==> src/rtl/key_filter_pkg.sv <==
// Shared types and helpers for the push-button conditioning path.
package key_filter_pkg;

  typedef enum logic [1:0] {
    RELEASED     = 2'd0,
    PRESS_WAIT   = 2'd1,
    PRESSED      = 2'd2,
    RELEASE_WAIT = 2'd3
  } chan_state_e;

  // Bits needed to hold 0..n-1; never less than one bit.
  function automatic int cnt_width(input int n);
    return (n < 3) ? 1 : $clog2(n);
  endfunction

endpackage

==> src/rtl/key_debounce_channel.sv <==
// One key: two-flop synchroniser, counter debounce FSM and press event.
// Optional auto-repeat counter is built only when KEY_AUTOREPEAT_EN is defined.
module key_debounce_channel
  import key_filter_pkg::*;
#(
  parameter int DEBOUNCE_CYCLES = 250000,
  parameter int REPEAT_DELAY    = 25000000,
  parameter int REPEAT_PERIOD   = 10000000
) (
  input  logic clock,
  input  logic reset,
  input  logic i_key_n,
  output logic o_key_held,
  output logic o_press_event
);

  localparam int            CW       = cnt_width(DEBOUNCE_CYCLES);
  localparam logic [CW-1:0] CNT_LAST = CW'(DEBOUNCE_CYCLES - 1);

  if (DEBOUNCE_CYCLES < 2 || REPEAT_DELAY < 1 || REPEAT_PERIOD < 1) begin : g_bad_params
    $error("key_debounce_channel: illegal parameter value");
  end

  logic          r_sync1, r_sync2;
  logic          w_s;
  chan_state_e   r_state, w_state_nxt;
  logic [CW-1:0] r_cnt, w_cnt_nxt;
  logic          w_accept;

  // Synchroniser resets to the released (high) level.
  always_ff @(posedge clock or negedge reset) begin
    if (!reset) begin
      r_sync1 <= 1'b1;
      r_sync2 <= 1'b1;
    end else begin
      r_sync1 <= i_key_n;
      r_sync2 <= r_sync1;
    end
  end

  assign w_s = ~r_sync2;

  always_ff @(posedge clock or negedge reset) begin
    if (!reset) begin
      r_state <= RELEASED;
      r_cnt   <= '0;
    end else begin
      r_state <= w_state_nxt;
      r_cnt   <= w_cnt_nxt;
    end
  end

  always_comb begin
    w_state_nxt = r_state;
    w_cnt_nxt   = r_cnt;
    w_accept    = 1'b0;
    case (r_state)
      RELEASED: begin
        if (w_s) begin
          w_state_nxt = PRESS_WAIT;
          w_cnt_nxt   = '0;
        end
      end
      PRESS_WAIT: begin
        if (!w_s) begin
          w_state_nxt = RELEASED;
          w_cnt_nxt   = '0;
        end else if (r_cnt == CNT_LAST) begin
          w_state_nxt = PRESSED;
          w_cnt_nxt   = '0;
          w_accept    = 1'b1;
        end else begin
          w_cnt_nxt = r_cnt + CW'(1);
        end
      end
      PRESSED: begin
        if (!w_s) begin
          w_state_nxt = RELEASE_WAIT;
          w_cnt_nxt   = '0;
        end
      end
      RELEASE_WAIT: begin
        if (w_s) begin
          w_state_nxt = PRESSED;
          w_cnt_nxt   = '0;
        end else if (r_cnt == CNT_LAST) begin
          w_state_nxt = RELEASED;
          w_cnt_nxt   = '0;
        end else begin
          w_cnt_nxt = r_cnt + CW'(1);
        end
      end
      default: begin
        w_state_nxt = RELEASED;
        w_cnt_nxt   = '0;
      end
    endcase
  end

  assign o_key_held = (r_state == PRESSED) || (r_state == RELEASE_WAIT);

`ifdef KEY_AUTOREPEAT_EN
  localparam int RMAX = (REPEAT_DELAY > REPEAT_PERIOD) ? REPEAT_DELAY : REPEAT_PERIOD;
  localparam int RCW  = cnt_width(RMAX);

  logic [RCW-1:0] r_rcnt;
  logic           r_rfirst;
  logic           w_repeat;

  // First repeat waits the long delay, later ones the shorter period.
  assign w_repeat = (r_state == PRESSED) &&
                    (r_rfirst ? (r_rcnt == RCW'(REPEAT_DELAY - 1))
                              : (r_rcnt == RCW'(REPEAT_PERIOD - 1)));

  always_ff @(posedge clock or negedge reset) begin
    if (!reset) begin
      r_rcnt   <= '0;
      r_rfirst <= 1'b1;
    end else if (r_state == RELEASED || r_state == PRESS_WAIT) begin
      r_rcnt   <= '0;
      r_rfirst <= 1'b1;
    end else if (w_repeat) begin
      r_rcnt   <= '0;
      r_rfirst <= 1'b0;
    end else if (r_state == PRESSED) begin
      r_rcnt <= r_rcnt + RCW'(1);
    end
  end

  assign o_press_event = w_accept | w_repeat;
`else
  assign o_press_event = w_accept;
`endif

endmodule

==> src/rtl/key_debounce_filter.sv <==
// Debounces NUM_KEYS active-low buttons and serialises press pulses, lowest index first.
// Auto-repeat is enabled by defining KEY_AUTOREPEAT_EN.
module key_debounce_filter
  import key_filter_pkg::*;
#(
  parameter int NUM_KEYS        = 4,
  parameter int DEBOUNCE_CYCLES = 250000,
  parameter int REPEAT_DELAY    = 25000000,
  parameter int REPEAT_PERIOD   = 10000000
) (
  input  logic                clock,
  input  logic                reset,
  input  logic [NUM_KEYS-1:0] key_n,
  output logic [NUM_KEYS-1:0] posedge_key,
  output logic [NUM_KEYS-1:0] key_held
);

  logic [NUM_KEYS-1:0] w_event;
  logic [NUM_KEYS-1:0] w_grant;
  logic [NUM_KEYS-1:0] r_pending;
  logic [NUM_KEYS-1:0] r_posedge_key;

  for (genvar i = 0; i < NUM_KEYS; i++) begin : g_chan
    key_debounce_channel #(
      .DEBOUNCE_CYCLES(DEBOUNCE_CYCLES),
      .REPEAT_DELAY   (REPEAT_DELAY),
      .REPEAT_PERIOD  (REPEAT_PERIOD)
    ) u_chan (
      .clock        (clock),
      .reset        (reset),
      .i_key_n      (key_n[i]),
      .o_key_held   (key_held[i]),
      .o_press_event(w_event[i])
    );
  end

  // Isolate the lowest set pending bit; the rest wait for later cycles.
  assign w_grant = r_pending & (~r_pending + NUM_KEYS'(1));

  always_ff @(posedge clock or negedge reset) begin
    if (!reset) begin
      r_pending     <= '0;
      r_posedge_key <= '0;
    end else begin
      r_pending     <= (r_pending & ~w_grant) | w_event;
      r_posedge_key <= w_grant;
    end
  end

  assign posedge_key = r_posedge_key;

endmodule

==> config.mk <==
export PLATFORM = sky130hd
export DESIGN_NAME = key_debounce_filter
export DESIGN_NICKNAME = d
export VERILOG_FILES = /design/src/rtl/key_filter_pkg.sv /design/src/rtl/key_debounce_channel.sv /design/src/rtl/key_debounce_filter.sv
export SDC_FILE = /design/constraint.sdc
export NUM_CORES = 1
export LEC_CHECK = 0
export BUFFER_PORTS_ARGS = -buffer_cell sky130_fd_sc_hd__buf_2
export CAP_MARGIN = 20
export CORE_ASPECT_RATIO = 1.5
export CORE_UTILIZATION = 35
export DETAILED_ROUTE_END_ITERATION = 8
export PLACE_DENSITY = 0.58
export SYNTH_ARGS = -nofsm -noshare
export SYNTH_HDL_FRONTEND = slang
export SYNTH_SLANG_ARGS = --single-unit
==> constraint.sdc <==
create_clock -name clock -period 3.3 [get_ports clock]
set_input_delay 0.33 -clock clock [delete_from_list [all_inputs] [get_ports clock]]
set_output_delay 0.33 -clock clock [all_outputs]
set_load 0.02 [all_outputs]
==> reports/results.tsv <==
stage	metric	value	unit
routing	DRT antenna net count	0	
critical_path	CP endpoint kind	flip-flop	
clocking	cts repair resizes	0	
floorplanning	die area	14500	um^2
outcome	status	finished clean	
grt	initial antenna violation count	0	
yosys	post-synth top area share	45.0	%
timing	RSZ-0062 raised after global routing	no	
yosys	Post-Syn Area	4890	um^2
critical_path	reg2reg start	g_chan[2].u_chan.r_cnt[0]	
floorplanning	total core area	13600	um^2
timing	final hold vios	0	
clocking	post-CTS setup buffer count	0	
yosys	sequential element share of the synthesized area	49.3	%
min_path	hold crit path type	in2async	
layout	layout net count	558	
critical_path	Worst Reg2Reg Path Length in Cells	6	
routing	first-pass detailed-route iteration total	6	
layout	share of cells above drive strength 1	10.3	%
pwr	PwrDens	645	nW/um^2
critical_path	crit path DAT	2.59	ns
timing	setup_tns	0	ns
clocking	CTS root buf	clkbuf_16	
routing	Residual DRC	0	
yosys	library cells used by synthesis	49	
critical_path	R2R Path End	g_chan[2].u_chan.r_cnt[8]	
pwr	Comb pwr share	28.3	%
timing	Hold Worst Slack	0.0380	ns
yosys	most frequent cell after synthesis	dfrtp_1	
floorplanning	Initial Utilization	36.0	%
place	PortBufs	13	
layout	area delta synth->final	10.7	%
clocking	CTS HTree Levels	3	
critical_path	flop2flop setup slack	0.99	ns
layout	Final Util	39.8	%
place	GP Congestion	0.813	
clocking	hold buffers post-CTS	0	
grt	Congestion Overflow GR	0	
grt	global router's overall resource usage	15.9	%
floorplanning	num rows	52	
yosys	syn avg cell area	9.01	um^2
routing	Post-Route WL	10600	um
grt	largest net degree at the start of global routing	59	
timing	final setup fails	0	
flow_run	max-cap violations	0	
pwr	VDD IR max	0.000404	V
layout	number of fillers in the final layout	1325	
pwr	Static Leak	2.32	nW
yosys	Post-synth EDFFs	0	
grt	vias in the first global route	4023	
yosys	Synth Warn #	0	
clocking	clock net sink count	96	
pwr	internal power	2.21	mW
yosys	Post-synth ARST share	100	%
yosys	Synth top cells by count	88 x dfrtp_1, 70 x nand2_1, 58 x nand3_1	
pwr	Clk pwr share	31.4	%
yosys	post-synth top area cell	dfrtp_1	
critical_path	Worst setup endpoint	g_chan[2].u_chan.r_cnt[8]	
floorplanning	io pins	14	
grt	first-pass GRT wire length	18700	um
routing	via/cell ratio	5.65	
clocking	register clock-pin slew on the reported worst setup and hold paths	0.07	ns
floorplanning	Die Y-Extent	147	um
timing	min cycle time layout	2.31	ns
timing	fmax	433	MHz
routing	WL/cell	14.8	um
routing	Vias	4042	
critical_path	Worst Setup Start Kind	flip-flop	
yosys	synth top area cells	dfrtp_1 45%, nand3_1 5.9%, nand2_1 5.4%, o21ai_0 4.5%, dfstp_2 4.3%	
yosys	main flop type after synthesis	dfrtp_1	
clocking	Max Buffers Root-to-Sink	2	
routing	DR iter-0 viols	213	
floorplanning	Die Wd	98.5	um
yosys	Syn Nets	553	
timing	worst clock skew	0.00873	ns
yosys	synthesized instance count	543	
clocking	worst-skew pair later-pin latency	0.35	ns
layout	diode count	0	
critical_path	CP Max Fanout	19	
pwr	sw power	1.28	mW
timing	slew margin rel.	39.3	%
place	detailed placement HPWL	7310	um
critical_path	Crit path required time	3.57	ns
timing	Final Max Tran Viols	0	
pwr	sw frac	36.7	%
yosys	number of synthesized register bits	96	
clocking	total CTS buffers	9	
timing	Final period util	70.1	%
pwr	power share of the sequential group	40.3	%
critical_path	Setup CP Type	reg2reg	
timing	Worst-Margin Slew	0.907	ns
clocking	CTS tree	done	
critical_path	Worst setup startpoint	g_chan[2].u_chan.r_cnt[0]	
[critical path, stage by stage, from the launching register on]
cell,delay [ns]
dfrtp_1,0.42
ha_1,0.24
and3_1,0.28
and3_1,0.24
a21oi_2,0.65
o21ai_0,0.22
a2bb2oi_1,0.19
[cells in the final DEF (no fill, tap or decap), types with 11 or more instances in the layout]
cell type	synthesis	routed
dfrtp_1	88	88
nand2_1	70	70
nand3_1	58	58
o21ai_0	44	44
a21oi_1	34	34
or3_1	25	25
nor2_1	21	21
inv_1	18	18
and3_1	16	16
nand4_1	13	13
buf_2	3	12
a21o_1	11	11
[sequential cells by signal, summed over array words and instances, names as in the netlist, named ones only]
signal	flops
r_pending	4
g_chan.u_chan.r_sync2	4
g_chan.u_chan.r_state	4
g_chan.u_chan.r_cnt	72
g_chan.u_chan.r_sync1	4
posedge_key	4
[power groups by stage]
stage,Clock [mW],Combinational [mW],Sequential [mW]
finish,1.10,0.990,1.41
global placement,0,0.968,1.42
floorplan,0,0.762,1.38
detailed placement,0,0.994,1.43
CTS,1.13,0.998,1.41
global route,1.18,1.12,1.43
[area by class of cell]
| type | instances | area (um^2) | area share [%] |
|---|---|---|---|
| tap | 162 | 203 | 3.74 |
| inverter | 18 | 67.6 | 1.25 |
| clock inverter | 6 | 75.1 | 1.39 |
| sequential | 96 | 2410 | 44.5 |
| multi-input combinational | 402 | 2290 | 42.3 |
| timing repair buffer | 21 | 128 | 2.36 |
| clock buffer | 10 | 239 | 4.41 |
[per-layer routing]
layer	vias up	share of wire, %	routed length (um)	track usage (%)
li1	1990	-	-	-
met3	14	3.6	376	3.52
met4	0	1.9	200	6.72
met2	63	51	5360	27.7
met5	-	0	0	0
met1	1975	44	4650	18.7
[kinds of logic after synthesis]
kind of cell	synth area share [%]
xor gates and xnor gates	0.716
AOI/OAI and AO/OA	15.0
adders and majority gates	1.02
muxes	1.43
and+or+nand+nor	28.7
buffers and inverters	3.84
DFF	49.3
[worst min path at each step]
stage                                 endpoint  depth (start not counted)                     start  slack, ns
global route          g_chan[2].u_chan.r_sync1                          1                  key_n[2]       0.06
CTS                   g_chan[2].u_chan.r_sync1                          1                  key_n[2]       0.07
finish              g_chan[2].u_chan.r_cnt[15]                          1                     reset       0.04
floorplan           asynchronous set/reset pin                          0                     reset       0.03
detailed placement    g_chan[2].u_chan.r_sync2                          0  g_chan[2].u_chan.r_sync1       0.35
global placement      g_chan[1].u_chan.r_sync2                          0  g_chan[1].u_chan.r_sync1       0.35
[stage by stage]
step,area (um^2),setup slack (ns),power [mW],std cells
finish,5420,0.988,3.50,715
global route,5420,0.837,3.72,715
CTS,5420,0.998,3.53,715
detailed placement,5100,0.991,2.42,699
global placement,5100,1.15,2.39,699
floorplan,4890,1.33,2.15,543
No activity file was read; power rests on OpenSTA's default activity.
